File: src/rtl/dma_wr_arbiter.sv
// Round-robin arbiter sharing one DMA write master among N_REQ write-back producers.
// One transfer in flight: grant, issue the command, stream the grantee's data, route done/error back.
module dma_wr_arbiter #(
  parameter int N_REQ      = 4,
  parameter int AXI_DATA_W = 128,
  parameter int AXI_ADDR_W = 32
) (
  input  logic                        clk,
  input  logic                        rst_n,
  input  logic [N_REQ-1:0]            req_valid,
  output logic [N_REQ-1:0]            req_ready,
  input  logic [N_REQ*AXI_ADDR_W-1:0] req_addr,
  input  logic [N_REQ*24-1:0]         req_len,
  input  logic [N_REQ-1:0]            req_data_valid,
  output logic [N_REQ-1:0]            req_data_ready,
  input  logic [N_REQ*AXI_DATA_W-1:0] req_data,
  input  logic [N_REQ-1:0]            req_data_last,
  output logic [N_REQ-1:0]            req_done,
  output logic [N_REQ-1:0]            req_error,
  output logic                        dma_cmd_valid,
  input  logic                        dma_cmd_ready,
  output logic [AXI_ADDR_W-1:0]       dma_cmd_addr,
  output logic [23:0]                 dma_cmd_len,
  output logic [3:0]                  dma_cmd_tag,
  output logic                        dma_data_valid,
  input  logic                        dma_data_ready,
  output logic [AXI_DATA_W-1:0]       dma_data,
  output logic                        dma_data_last,
  input  logic                        dma_done,
  input  logic                        dma_error,
  output logic [2:0]                  grant_id,
  output logic                        busy
);

  typedef enum logic [1:0] {S_IDLE, S_ISSUE, S_STREAM} state_t;

  state_t     state;
  logic [2:0] rr_ptr;
  logic [2:0] winner;
  logic       win_found;
  logic [3:0] scan_idx;

  // Search rr_ptr, rr_ptr+1, ... wrapping at N_REQ; first valid requester wins.
  always_comb begin
    winner    = '0;
    win_found = 1'b0;
    scan_idx  = '0;
    for (int unsigned k = 0; k < N_REQ; k++) begin
      scan_idx = {1'b0, rr_ptr} + 4'(k);
      if (scan_idx >= 4'(N_REQ))
        scan_idx = scan_idx - 4'(N_REQ);
      for (int unsigned i = 0; i < N_REQ; i++) begin
        if (!win_found && scan_idx == 4'(i) && req_valid[i]) begin
          win_found = 1'b1;
          winner    = 3'(i);
        end
      end
    end
  end

  always_comb begin
    req_ready = '0;
    for (int unsigned i = 0; i < N_REQ; i++)
      req_ready[i] = rst_n && (state == S_IDLE) && win_found && (winner == 3'(i));
  end

  always_comb begin
    dma_data_valid = 1'b0;
    dma_data       = '0;
    dma_data_last  = 1'b0;
    req_data_ready = '0;
    if (state == S_STREAM) begin
      for (int unsigned i = 0; i < N_REQ; i++) begin
        if (grant_id == 3'(i)) begin
          dma_data_valid    = req_data_valid[i];
          dma_data          = req_data[i*AXI_DATA_W +: AXI_DATA_W];
          dma_data_last     = req_data_last[i];
          req_data_ready[i] = dma_data_ready;
        end
      end
    end
  end

  assign busy        = (state != S_IDLE);
  assign dma_cmd_tag = {1'b0, grant_id};

  always_ff @(posedge clk or negedge rst_n) begin
    if (!rst_n) begin
      state         <= S_IDLE;
      rr_ptr        <= '0;
      grant_id      <= '0;
      dma_cmd_valid <= 1'b0;
      dma_cmd_addr  <= '0;
      dma_cmd_len   <= '0;
      req_done      <= '0;
      req_error     <= '0;
    end else begin
      req_done  <= '0;
      req_error <= '0;
      case (state)
        S_IDLE: begin
          if (win_found) begin
            grant_id      <= winner;
            rr_ptr        <= (winner == 3'(N_REQ-1)) ? 3'd0 : winner + 3'd1;
            dma_cmd_valid <= 1'b1;
            state         <= S_ISSUE;
            for (int unsigned i = 0; i < N_REQ; i++) begin
              if (winner == 3'(i)) begin
                dma_cmd_addr <= req_addr[i*AXI_ADDR_W +: AXI_ADDR_W];
                dma_cmd_len  <= req_len[i*24 +: 24];
              end
            end
          end
        end
        S_ISSUE: begin
          if (dma_cmd_ready) begin
            dma_cmd_valid <= 1'b0;
            state         <= S_STREAM;
          end
        end
        S_STREAM: begin
          if (dma_done) begin
            for (int unsigned i = 0; i < N_REQ; i++) begin
              if (grant_id == 3'(i)) begin
                req_done[i]  <= 1'b1;
                req_error[i] <= dma_error;
              end
            end
            state <= S_IDLE;
          end
        end
        default: state <= S_IDLE;
      endcase
    end
  end

endmodule

File: config.mk
export PLATFORM = sky130hd
export DESIGN_NAME = dma_wr_arbiter
export DESIGN_NICKNAME = d
export VERILOG_FILES = /design/src/rtl/dma_wr_arbiter.sv
export SDC_FILE = /design/constraint.sdc
export NUM_CORES = 1
export LEC_CHECK = 0
export BUFFER_PORTS_ARGS = -buffer_cell sky130_fd_sc_hd__buf_2
export CAP_MARGIN = 20
export CORE_AREA = 2 2 380 382
export CTS_BUF_LIST = sky130_fd_sc_hd__clkbuf_8
export DETAILED_ROUTE_END_ITERATION = 6
export DIE_AREA = 0 0 382 384
export PLACE_DENSITY_LB_ADDON = 0.2
export SLEW_MARGIN = 20
export SYNTH_ARGS = -nofsm -noshare
export SYNTH_HDL_FRONTEND = slang
export SYNTH_SLANG_ARGS = --single-unit
File: constraint.sdc
create_clock -name clk -period 3.99 [get_ports clk]
set_input_delay 0.1995 -clock clk [delete_from_list [all_inputs] [get_ports clk]]
set_output_delay 0.1995 -clock clk [all_outputs]
set_load 0.005 [all_outputs]
# ---- Word-level counts from Yosys, hierarchy flattened
# Cells that the tools add are included.
# W data, S select, Z words.
dict set report op_classes {
  addsub 8
  n_lt_le_gt_ge 4
  n_eq_ne 23
  mux 83
  n_reduce_logical 66
}
# operator count
set ops {}
lappend ops {{$mux W128} 5}
lappend ops {{$mux W32} 4}
lappend ops {{$mux W24} 4}
lappend ops {{$mux W3} 15}
lappend ops {{$mux W1} 41}
lappend ops {{$logic_and A1 B1 Y1} 37}
lappend ops {{$mux W4} 9}
lappend ops {{$eq A4 B2 Y1 const B} 8}
lappend ops {{$eq A4 B1 Y1 const B} 4}
lappend ops {{$logic_not A4 Y1} 4}
lappend ops {{$logic_not A1 Y1} 15}
lappend ops {{$eq A3 B2 Y1 const B} 4}
lappend ops {{$ge A4 B3 Y1 const B} 3}
lappend ops {{$sub A4 B3 Y4 const B} 3}
lappend ops {{$reduce_and A3 Y1} 3}
lappend ops {{$add A3 B2 Y4 const B} 2}
lappend ops {{$eq A3 B1 Y1 const B} 2}
lappend ops {{$logic_not A3 Y1} 2}
lappend ops {{$mux W2} 3}
lappend ops {{$ne A2 B2 Y1 const B} 3}
lappend ops {{$pmux W2 S3} 1}
lappend ops {{$add A3 B1 Y4 const B} 1}
lappend ops {{$reduce_bool A2 Y1} 2}
lappend ops {{$reduce_bool A4 Y1} 1}
lappend ops {{other kinds (8)} 8}
dict set report totals {
  register_bits 73
  word_cells 192
}

# ---- Longest topological paths before layout
# Gate-level depths: netlist of the first run.
dict set report logic_depth {
  ltp_word 70
  ltp_mapped 18
  ltp_nobuf 14
}

# ---- Least setup slack after synthesis of the first run
# No wires, ideal clock.
dict set report synth_path {
  path_type {register -> register}
  startpoint {register rr_ptr[1]}
  endpoint {register dma_cmd_addr[10]}
  setup_ps 127
  arrival_ps 3919
  setup_slack_ps -57
  path_stages_with_launch 19
  path_buffers 4
  period_less_slack_ps 4047
  path_cell_list {dfrtp_1 > clkbuf_1 > nand2_1 > inv_1 > ha_1 > nand2b_1 > a221o_1 > a211o_1 > nor3_1 > or3_1 > ha_1 > clkbuf_1 > buf_1 > buf_1 > mux2i_1 > nor2_1 > a21oi_1 > o21ai_0 > mux2_1}
}
dict set report synth_between {
  elab_chain_len 69
  word_cells_on_any_way 117
  cone_classes {add/sub (7); order compare (4); eq/ne (15); mux (38); reduce/logical (53)}
}
# element line_no
set synth_lines {}
lappend synth_lines {{start: declaration} 38} ;# logic [2:0] rr_ptr;
lappend synth_lines {{start signal: assignment} 104} ;# rr_ptr <= (winner == 3'(N_REQ-1)) ? 3'd0 : winner + 3'd1;
lappend synth_lines {{$sub A3 B3 Y4 or $ge A3 B3 Y1 (tied branches)} {51, 50}}
lappend synth_lines {{$mux W4} 50} ;# if (scan_idx >= 4'(N_REQ))
lappend synth_lines {{$logic_not A4 Y1} 53} ;# if (!win_found && scan_idx == 4'(i) && req_valid[i]) begin
lappend synth_lines {{$logic_and A1 B1 Y1} 53}
lappend synth_lines {{$mux W1} 53}
lappend synth_lines {{$logic_not A1 Y1} 53}
lappend synth_lines {{$logic_and A1 B1 Y1 (2 in a row)} 53}
lappend synth_lines {{$mux W1} 53}
lappend synth_lines {{[... 49 more ...]} --}
lappend synth_lines {{$logic_and A1 B1 Y1 (2 in a row)} 53}
lappend synth_lines {{$mux W1} 53}
lappend synth_lines {{$logic_not A1 Y1} 53}
lappend synth_lines {{$logic_and A1 B1 Y1 (2 in a row)} 53}
lappend synth_lines {{$mux W3 *} 53}
lappend synth_lines {{net winner[0]} 39} ;# logic [2:0] winner;
lappend synth_lines {{$eq A3 B1 Y1} 108} ;# if (winner == 3'(i)) begin
lappend synth_lines {{$mux W32 (3 in a row)} 108}
lappend synth_lines {{end signal: assignment} 109} ;# dma_cmd_addr <= req_addr[i*AXI_ADDR_W +: AXI_ADDR_W];
lappend synth_lines {{end: declaration} 22} ;# output logic [AXI_ADDR_W-1:0] dma_cmd_addr,
# Mark *: on every way through the listed nets, which the timed path passes. The rest lies on a longest branch.
# A chain may end at the register's enable or synchronous reset.

# ---- Worst setup path in the final report of the first run
dict set report layout_path {
  startpoint {register rr_ptr[0]}
  endpoint {output port req_ready[1]}
}
dict set report layout_between {
  elab_chain_len 67
  word_cells_on_any_way 111
  cone_classes {add/sub (7); order compare (4); eq/ne (13); mux (35); reduce/logical (52)}
}
# element line_no
set layout_lines {}
lappend layout_lines {{$sub A3 B3 Y4 or $ge A3 B3 Y1 (tied branches)} {51, 50}}
lappend layout_lines {{$mux W4} 50}
lappend layout_lines {{$logic_not A4 Y1} 53}
lappend layout_lines {{$logic_and A1 B1 Y1} 53}
lappend layout_lines {{$mux W1} 53}
lappend layout_lines {{$logic_not A1 Y1} 53}
lappend layout_lines {{$logic_and A1 B1 Y1 (2 in a row)} 53}
lappend layout_lines {{$mux W1} 53}
lappend layout_lines {{[... 49 more ...]} --}
lappend layout_lines {{$logic_and A1 B1 Y1 (2 in a row)} 53}
lappend layout_lines {{$mux W1} 53}
lappend layout_lines {{$logic_not A1 Y1} 53}
lappend layout_lines {{$logic_and A1 B1 Y1 (2 in a row)} 53}
lappend layout_lines {{$mux W3 *} 53}
lappend layout_lines {{net winner[0]} 39}
lappend layout_lines {{$eq A3 B1 Y1 *} 64} ;# req_ready[i] = rst_n && (state == S_IDLE) && win_found && (winner == 3'(i));
lappend layout_lines {{$logic_and A1 B1 Y1 *} 64}
lappend layout_lines {{end: declaration} 11} ;# output logic [N_REQ-1:0] req_ready,
# Marked as above.

==> flow_summary.yaml, run 1 <==
finish:
  finalNetCount: 2574
  fillers: 16768
  layout.cells.non_filler: 3738
  synthToLayoutAreaGrowth_pct: 90.8
  multi_input_area_sq_um: 6560
  layout-drive-gt1-share_pct: 65.6
  regArea_sq_um: 1790
timing:
  final.setup.tns_ps: 0
  worst_slew_pin_slew_ps: 857
  min_period_over_period_pct: 93.1
  max_freq_mhz: 269
  setup_viol: 0
  period_needed_ps: 3710
  rsz0062_at_grt: "false"
  worst_slew_margin_rel_pct: 42.9
  report.final.slew_viol_count: 0
  fin_skew_ps: 19.5
  hold_viol: 0
global_routing:
  gr-usage-met3_pct: 5.41
  first_global_vias: 11861
  grt_pass1_wl_mm: 121
  grt_max_degree: 122
  grt_usage_pct: 12.7
  overflow: 0
  use_met2_pct: 22.7
  grtUsageMet1_pct: 14.3
  top_usage_layer: "met2"
  antenna_found_initial: 123
floorplan:
  start_util_pct: 6.08
  die-area_sq_um: 147000
  num_io_pins: 965
  num_rows: 139
  die-width_um: 382
  die_y_um: 384
  coreArea_sq_um: 143000
setup_path:
  crit_required_ps: 3790
  end_kind: "primary output"
  worstReg2RegEnd: "dma_cmd_len[13]"
  r2r-start: "rr_ptr[0]"
  crit_path_start: "rr_ptr[0]"
  r2r_cells: 16
  crit_arrival_ps: 3510
  crit_fanout: 13
  startpoint_type: "flop"
  crit_type: "flop to primary output"
  rrSetupSlack_ps: 300
synth:
  synth_top_flop_cell: "dfrtp_1"
  synth_edf_count: 0
  synthTopCellsByArea: "mux4_2 34%, dfrtp_1 20%, and2_1 9.4%"
  syn_inst: 850
  synthesis.area_sq_um: 8690
  synthTopCellsByCount: "131 x and2_1, 131 x mux4_2, 73 x nor2_1"
  yosysTopAreaCellShare_pct: 34.0
  ys_warn_count: 0
  synth_cell_types: 37
  yosysSeqAreaShare_pct: 20.5
  avgSynthCellArea_sq_um: 10.2
  ys_ff_latch: 71
  synth_top_area_cell: "mux4_2"
  synth_async_sr_flop_share_pct: 100
route:
  wire_per_inst_um: 26.2
  drt_pass1_iterations: 4
  vias: 11836
  routed_wl_mm: 97.8
  post-route-drc-count: 0
  drtIter0Drc: 563
  viasPerCell: 3.17
  final_antenna_net_count: 0
placed_design:
  port_buffers: 961
  gp_congestion: 0.887
  placed_cells: 3680
  dp_hpwl_mm: 87.9
hold_path:
  hp-class: "input port to flop"
  hold_depth: 4
  hp-start: "req_addr[99]"
  hold-path-endpoint: "dma_cmd_addr[3]"
clock_network:
  cts_inserted_buffers: 9
  cts.sink_count: 71
  htree_num_levels: 3
  cts.clk_slew.worst_paths_ps: 110
  clockBufferDepth: 2
  clk_latency_ps: 460
  cts_tree: "yes"
  cts-root-buf: "clkbuf_8"
power_and_ir_drop:
  p_leak_nw: 7.71
  finalPower_mw: 9.43
  power.density_nw_per_um2: 569
  peakVddDrop_uv: 270
flow_run:
  drv_cap: 0
run_status:
  outcome: "complete, no violations"
==> placed cells by master, fill, tap and decap left out, drive strengths merged, types with 2 or more instances in the layout <==
master,n
nand2,61
conb,7
o31a,2
o21ai,59
clkbuf,9
inv,10
a31oi,2
and2,131
mux2,57
or3,3
ha,8
mux4,131
and3,5
o32a,2
a21boi,2
a211oi,2
dlygate4sd3,17
clkinvlp,2
mux2i,58
nor2,73
a21oi,58
nor3,7
dfrtp,71
nor2b,4
diode,18
buf,1020
nand2b,6
==> flip-flops by register name, summed over array words and instances (netlist names) <==
name           cells
dma_cmd_addr      32
dma_cmd_len       24
dma_cmd_valid      1
grant_id           2
req_done           4
req_error          4
rr_ptr             2
state              2
==> worst max path at each step <==
stage,endpoint,cells after the start,slack (ps)
final,req_ready[1],13,280
after global routing,dma_cmd_addr[30],16,60
after CTS,dma_cmd_len[5],12,3
after detailed placement,dma_cmd_len[5],12,6
after global placement,dma_cmd_len[5],12,70
after floorplan,dma_cmd_addr[30],18,130
==> kinds of logic after synthesis <==
group	count (synthesis)	synth area share, %
other	2	0.0865
AOI/OAI and AO/OA	132	8.17
and+or+nand+nor	294	17.2
muxes	246	48.0
adders and majority gates	8	1.15
DFF	71	20.5
buffers and inverters	97	4.85
==> report_power, final <==
group / switching [mW] / leakage, nW / internal [mW]
logic: 3.60 / 6.74 / 3.64
registers: 0.361 / 0.867 / 1.08
clock network: 0.438 / 0.102 / 0.304
total: 4.40 / 7.71 / 5.02
==> layer usage <==
metal  share of wire [%]  wire [um]
met5                0.30        294
met4                 1.6       1590
met3                  11      10300
met2                  50      48700
met1                  38      36900
==> repair_timing <==
action	4_1_cts	5_1_grt
pin swaps	1	1
resized for setup	0	2
setup endpoints to repair	2	31
hold buffers	17	0
hold endpoints to repair	56	0
setup buffers	1	6
==> layout make-up <==
class	count	area share [%]
Multi-Input combinational cell	687	39.6
Timing Repair Buffer	1037	33.6
Tap cell	1903	14.4
Sequential cell	71	10.8
Clock buffer	9	0.747
Clock inverter	7	0.528
Antenna cell	18	0.272
Inverter	6	0.136
==> per-stage QoR <==
step	hold slack (ps)	utilization (%)	instance area, sq um	setup WS [ps]
floorplan	-96.1	-	8710	133
global placement	280	11.3	16100	66.9
detailed placement	288	11.3	16100	6.29
CTS	0.285	11.5	16500	2.93
global route	55.2	11.6	16500	55.8
finish	81.9	11.6	16600	276
==> critical path, stage by stage (launching register included) <==
cell	delay, ps
dfrtp_2	520
nand2_1	110
inv_1	60
ha_1	170
nand2b_1	150
a221o_1	360
a211o_1	320
nor3_1	240
or3_1	250
ha_4	280
buf_4	180
buf_4	160
and3_1	150
buf_2	110
Power figures use the tool's default switching activity.
==> run 2, diff against run 1 <==
--- a/config.mk
+++ b/config.mk
@@ -7,10 +7,10 @@
 export LEC_CHECK = 0
 export BUFFER_PORTS_ARGS = -buffer_cell sky130_fd_sc_hd__buf_2
 export CAP_MARGIN = 20
-export CORE_AREA = 2 2 380 382
+export CORE_AREA = 2 2 381 383
 export CTS_BUF_LIST = sky130_fd_sc_hd__clkbuf_8
 export DETAILED_ROUTE_END_ITERATION = 6
-export DIE_AREA = 0 0 382 384
+export DIE_AREA = 0 0 383 385
 export PLACE_DENSITY_LB_ADDON = 0.2
 export SLEW_MARGIN = 20
 export SYNTH_ARGS = -nofsm -noshare
==> constraint.sdc (replaced) <==
create_clock -name clk -period 3.85 [get_ports clk]
set_input_delay 0.1925 -clock clk [delete_from_list [all_inputs] [get_ports clk]]
set_output_delay 0.1925 -clock clk [all_outputs]
set_load 0.005 [all_outputs]
==> run 2 against run 1 <==
Effect of this change:
- register-to-register slack got worse by 30 ps
- total power grew 3.8%
- clock power grew 9.0%
- cell count rose by 0.37%
- hold slack got worse by 2.2 ps
- worst setup slack worse by 33 ps
- sequential share of layout area down 0.12 points
- critical path depth decreased by 2
- wire length shrank 5.9%
- clock skew up 12 ps
==> flow_summary.yaml, run 2 (same netlist as run 1, synthesis figures left out) <==
run_status:
  outcome: "complete, no violations"
setup_path:
  startpoint_type: "flop"
  crit_type: "flop to primary output"
  crit_path_start: "rr_ptr[0]"
  max_stage_delay_ps: 560
  crit_slowest_cell: "o31a_2"
  end_kind: "primary output"
  worst_path_most_repeated_cell: "buf_4"
  path_cells: "nand2_1 -> inv_1 -> ha_1 -> nand2b_1 -> a221o_1 -> a211o_1 -> buf_4 -> o31a_2 -> buf_4 -> and3_1 -> buf_2"
  crit_arrival_ps: 3410
  crit_required_ps: 3660
  crit_fanout: 18
  r2r-start: "rr_ptr[0]"
finish:
  final_cell_mix: "960 x buf_2, 131 x mux4_2, 131 x and2_1, 73 x nor2_1, 68 x dfrtp_1"
  largest_register: "dma_cmd_addr"
  layout-drive-gt1-share_pct: 65.4
  synthToLayoutAreaGrowth_pct: 93.0
  finalNetCount: 2593
  layout.cells.non_filler: 3752
  top_regs: "dma_cmd_addr: 32 flops, dma_cmd_len: 24 flops"
  design_area_sq_um: 16800
  final_common_cell: "buf_2"
  largest_reg_flops: 32
  final_util_pct: 11.7
clock_network:
  cts_tree: "yes"
  htree_num_levels: 3
  cts-root-buf: "clkbuf_8"
  cts.clk_slew.worst_paths_ps: 100
  clockBufferDepth: 2
  clk_latency_ps: 460
  cts_inserted_buffers: 9
  cts.sink_count: 71
floorplan:
  die-area_sq_um: 147000
  num_io_pins: 965
  num_rows: 139
  die_y_um: 385
  die-width_um: 383
  coreArea_sq_um: 143000
  start_util_pct: 6.07
timing:
  max_freq_mhz: 277
  report.final.slew_viol_count: 0
  setup_viol: 0
  hold_viol: 0
  worst_slew_margin_rel_pct: 51.8
  fin_skew_ps: 31.5
  rsz0062_at_grt: "false"
  worst_slew_pin_slew_ps: 723
  final.setup.tns_ps: 0
  period_needed_ps: 3610
  min_period_over_period_pct: 93.7
placed_design:
  port_buffers: 961
  gp_congestion: 0.944
  placed_cells: 3688
  placed_area_sq_um: 16100
  dp_hpwl_mm: 82.6
power_and_ir_drop:
  p_leak_nw: 7.82
  p_comb_share_pct: 76.4
  netSwitchingPower_mw: 4.50
  clkPwrFrac_pct: 8.3
  power.density_nw_per_um2: 583
  p_seq_share_pct: 15.4
  p_sw_share_pct: 46.0
  peakVddDrop_uv: 246
  p_int_mw: 5.29
global_routing:
  grt_pass1_wl_mm: 115
  first_global_vias: 11710
  grt_usage_pct: 11.8
  grt_max_degree: 47
  overflow: 0
  antenna_found_initial: 120
flow_run:
  drv_cap: 0
hold_path:
  hp-class: "input port to flop"
  hp-start: "req_len[90]"
route:
  viasPerCell: 3.12
  routed_wl_mm: 92.0
  vias: 11714
  post-route-drc-count: 0
  drt_pass1_iterations: 5
  wire_per_inst_um: 24.5
  drtIter0Drc: 569
  final_antenna_net_count: 0
[run 2: worst max-delay path: cells and delay by family, from the launching register on]
kind	cells	cell delay (ps)
AO/OA/AOI/OAI	3	1220
buffers and inverters	4	630
flip-flops	1	480
AND/OR/NAND/NOR	3	460
adder cells (fa/ha/maj)	1	160
[run 2: area by class of cell]
| type | instances | area, sq um |
|---|---|---|
| Antenna cell | 13 | 32.5 |
| Inverter | 6 | 22.5 |
| Timing Repair Buffer | 1056 | 5760 |
| Clock buffer | 9 | 124 |
| Fill cell | 16743 | 126000 |
| Clock inverter | 7 | 100 |
| Sequential cell | 71 | 1790 |
| Tap cell | 1903 | 2380 |
| Multi-Input combinational cell | 687 | 6560 |
[run 2: repair_timing]
item | CTS | global route
setup endpoints to repair | 0 | 17
endpoints found under the hold margin | 69 | 0
buffers inserted | 0 | 5
hold buffers | 29 | 0
resized for setup | 0 | 3
[run 2: worst paths after layout]
check	end	slack (ps)	cells past startpoint
hold / removal	dma_cmd_len[18]	80	4
hold reg to reg	dma_cmd_len[0]	490	1
setup reg to reg	dma_cmd_addr[3]	270	16
max in group asynchronous	dma_cmd_addr[26]	2530	3
setup / recovery	req_ready[2]	240	11
min in group asynchronous	dma_cmd_addr[12]	290	2
[run 2: layer usage]
metal	up-vias	share of wire [%]	track usage, %
met1	5552	39	14.0
met2	789	49	20.8
met5	-	0.36	0
li1	5128	-	-
met3	197	9.4	4.19
met4	48	1.7	1.74
[run 2: through the flow]
step / hold WS (ps) / power, mW / worst slack [ps]
3_5_place_dp: 276 / 9.06 / 180
6_report: 79.7 / 9.78 / 243
4_1_cts: 0.0880 / 9.98 / 7.34
2_1_floorplan: -103 / 5.82 / 202
3_3_place_gp: 274 / 9.12 / 253
5_1_grt: 47.1 / 10.7 / 1.54
[run 2: power by group through the flow]
stage / sequential (mW) / combinational, mW / clock [mW]
4_1_cts: 1.53 / 7.57 / 0.880
5_1_grt: 1.58 / 8.23 / 0.900
3_3_place_gp: 1.55 / 7.57 / 0
2_1_floorplan: 1.32 / 4.50 / 0
6_report: 1.50 / 7.47 / 0.809
3_5_place_dp: 1.54 / 7.53 / 0
==> run 3, diff against run 2 <==
--- a/config.mk
+++ b/config.mk
@@ -7,11 +7,12 @@
 export LEC_CHECK = 0
 export BUFFER_PORTS_ARGS = -buffer_cell sky130_fd_sc_hd__buf_2
 export CAP_MARGIN = 20
-export CORE_AREA = 2 2 381 383
+export CORE_AREA = 2 2 380 382
 export CTS_BUF_LIST = sky130_fd_sc_hd__clkbuf_8
 export DETAILED_ROUTE_END_ITERATION = 6
-export DIE_AREA = 0 0 383 385
+export DIE_AREA = 0 0 382 384
 export PLACE_DENSITY_LB_ADDON = 0.2
+export RECOVER_POWER = 100
 export SLEW_MARGIN = 20
 export SYNTH_ARGS = -nofsm -noshare
 export SYNTH_HDL_FRONTEND = slang
==> constraint.sdc (replaced) <==
create_clock -name clk -period 3.06 [get_ports clk]
set_input_delay 0.153 -clock clk [delete_from_list [all_inputs] [get_ports clk]]
set_output_delay 0.153 -clock clk [all_outputs]
set_load 0.005 [all_outputs]
==> run 3 against run 2 <==
Effect of this change:
- the run now ends with max-capacitance violations, max-slew violations, negative setup slack left
- sequential power rose by 23%
- global-route usage fell by 1.1 points
- hold slack got worse by 2.3 ps
- first-iteration DRC count rose by 13%
- register-to-register slack got worse by 640 ps
- utilization rose by 1.1 points
- die area fell by 0.52%
- count of clock-buffer cells in the layout did not move
- flip-flop and latch count did not move
- design area rose by 9.3%
- largest cell class unchanged
==> flow_summary.yaml, run 3 (same netlist as run 1, synthesis figures left out) <==
finish:
  design_area_sq_um: 18300
  fillers: 16514
  finalNetCount: 2669
  layout.cells.non_filler: 3832
  regArea_sq_um: 1780
  multi_input_area_sq_um: 7130
  largest_reg_flops: 32
  synthToLayoutAreaGrowth_pct: 111
  largest_register: "dma_cmd_addr"
  final_common_cell: "buf_2"
  layout-drive-gt1-share_pct: 68.0
  final_cell_mix: "898 x buf_2, 131 x mux4_2, 131 x and2_1, 69 x nor2_1, 69 x dfrtp_1"
  top_regs: "dma_cmd_addr: 32 flops, dma_cmd_len: 24 flops"
timing:
  setup_ws_ps: -391
  report.final.slew_viol_count: 7
  period_needed_ps: 3450
  worst_slew_margin_rel_pct: -0.224
  worst_slew_pin_slew_ps: 1500
  fin_skew_ps: 21.2
  min_period_over_period_pct: 113
  setup_viol: 184
  holdWs_ps: 77.4
  hold_viol: 0
  rsz0062_at_grt: "true"
  max_freq_mhz: 290
clock_network:
  cts_tree: "yes"
  clk_latency_ps: 460
  clockBufferDepth: 2
  cts-root-buf: "clkbuf_8"
  cts.clk_slew.worst_paths_ps: 110
  htree_num_levels: 3
  cts_inserted_buffers: 9
  cts.sink_count: 71
route:
  drtIter0Drc: 642
  final_antenna_net_count: 0
  viasPerCell: 3.11
  routed_wl_mm: 85.3
  post-route-drc-count: 0
  wire_per_inst_um: 22.2
  vias: 11900
  drt_pass1_iterations: 5
setup_path:
  crit_arrival_ps: 3300
  startpoint_type: "flop"
  r2r-start: "rr_ptr[1]"
  crit_required_ps: 2910
  worstReg2RegEnd: "dma_cmd_len[13]"
  rrSetupSlack_ps: -370
  end_kind: "primary output"
  crit_path_start: "rr_ptr[1]"
  crit_type: "flop to primary output"
  crit_fanout: 6
  r2r_cells: 15
hold_path:
  hp-class: "input port to flop"
  hold_depth: 4
  hold-path-endpoint: "dma_cmd_len[8]"
  hp-start: "req_len[80]"
power_and_ir_drop:
  p_int_mw: 8.45
  clkPwrFrac_pct: 6.2
  netSwitchingPower_mw: 6.69
  p_comb_share_pct: 81.6
  finalPower_mw: 15.1
  p_leak_nw: 8.37
  peakVddDrop_uv: 281
  p_seq_share_pct: 12.2
  power.density_nw_per_um2: 826
  p_sw_share_pct: 44.2
global_routing:
  overflow: 0
  grt_pass1_wl_mm: 107
  grt_usage_pct: 10.8
  antenna_found_initial: 67
  grt_max_degree: 55
  first_global_vias: 11977
run_status:
  violations: "max-capacitance violations, max-slew violations, negative setup slack"
  outcome: "finished with violations"
placed_design:
  dp_hpwl_mm: 73.0
  placed_cells: 3715
  gp_congestion: 0.873
  placed_area_sq_um: 16500
  port_buffers: 961
floorplan:
  start_util_pct: 6.08
  num_rows: 139
  die_y_um: 384
  die-area_sq_um: 147000
  coreArea_sq_um: 143000
  num_io_pins: 965
  die-width_um: 382
flow_run:
  drv_cap: 1
## run 3: cell type report
| type | count | area share [%] |
|---|---|---|
| timing repair buffer | 1132 | 36.9 |
| sequential | 71 | 9.71 |
| antenna | 17 | 0.232 |
| clock buffer | 9 | 0.676 |
| clock inverter | 7 | 0.457 |
| inverter | 6 | 0.123 |
| multi-input combinational | 687 | 38.9 |
| tap | 1903 | 13.0 |
## run 3: power by group through the flow
stage / logic, mW / registers, mW / clock network (mW)
2_1_floorplan: 5.88 / 1.66 / 0
3_3_place_gp: 10.2 / 1.89 / 0
3_5_place_dp: 10.1 / 1.88 / 0
4_1_cts: 11.7 / 1.87 / 1.04
5_1_grt: 13.3 / 1.92 / 1.05
6_report: 12.4 / 1.85 / 0.941
## run 3: how the worst max path moves through the flow
stage | to | slack (ps) | cells past startpoint
global route | req_ready[3] | -550 | 13
global placement | dma_cmd_addr[1] | -680 | 13
finish | req_ready[3] | -390 | 13
CTS | req_ready[3] | -450 | 13
floorplan | dma_cmd_len[6] | -90 | 14
detailed placement | dma_cmd_len[22] | -710 | 13
## run 3: per-layer routing
metal | GRT usage (%) | wire [um]
met1 | 13.0 | 33700
met2 | 16.5 | 38100
met3 | 5.95 | 11200
met4 | 2.65 | 1890
met5 | 0 | 368
## run 3: what timing repair did
item | in CTS | in global routing
cloned | 5 | 8
pin swaps | 29 | 37
endpoints found under the setup margin | 60 | 62
hold endpoints to repair | 85 | 0
setup buffers | 19 | 17
hold buffers | 46 | 0
resized for setup | 142 | 86
## run 3: stage by stage
step	worst slack [ps]	utilization, %	TNS [ps]
3_3_place_gp	-684	11.6	-33490
3_5_place_dp	-713	11.6	-35770
6_report	-391	12.8	-35770
5_1_grt	-546	12.8	-76820
2_1_floorplan	-91.4	-	-3330
4_1_cts	-454	12.5	-21610
## run 3: worst max-delay path: stages, from the launching register on
cell and delay (ps):
dfrtp_2 480, nand2_4 80, ha_4 260, and4_4 200, a221o_1 200, a21oi_2 50
o31a_1 340, buf_4 150, or3_4 390, buf_6 130, ha_4 190, buf_6 130
and3_4 140, buf_6 110
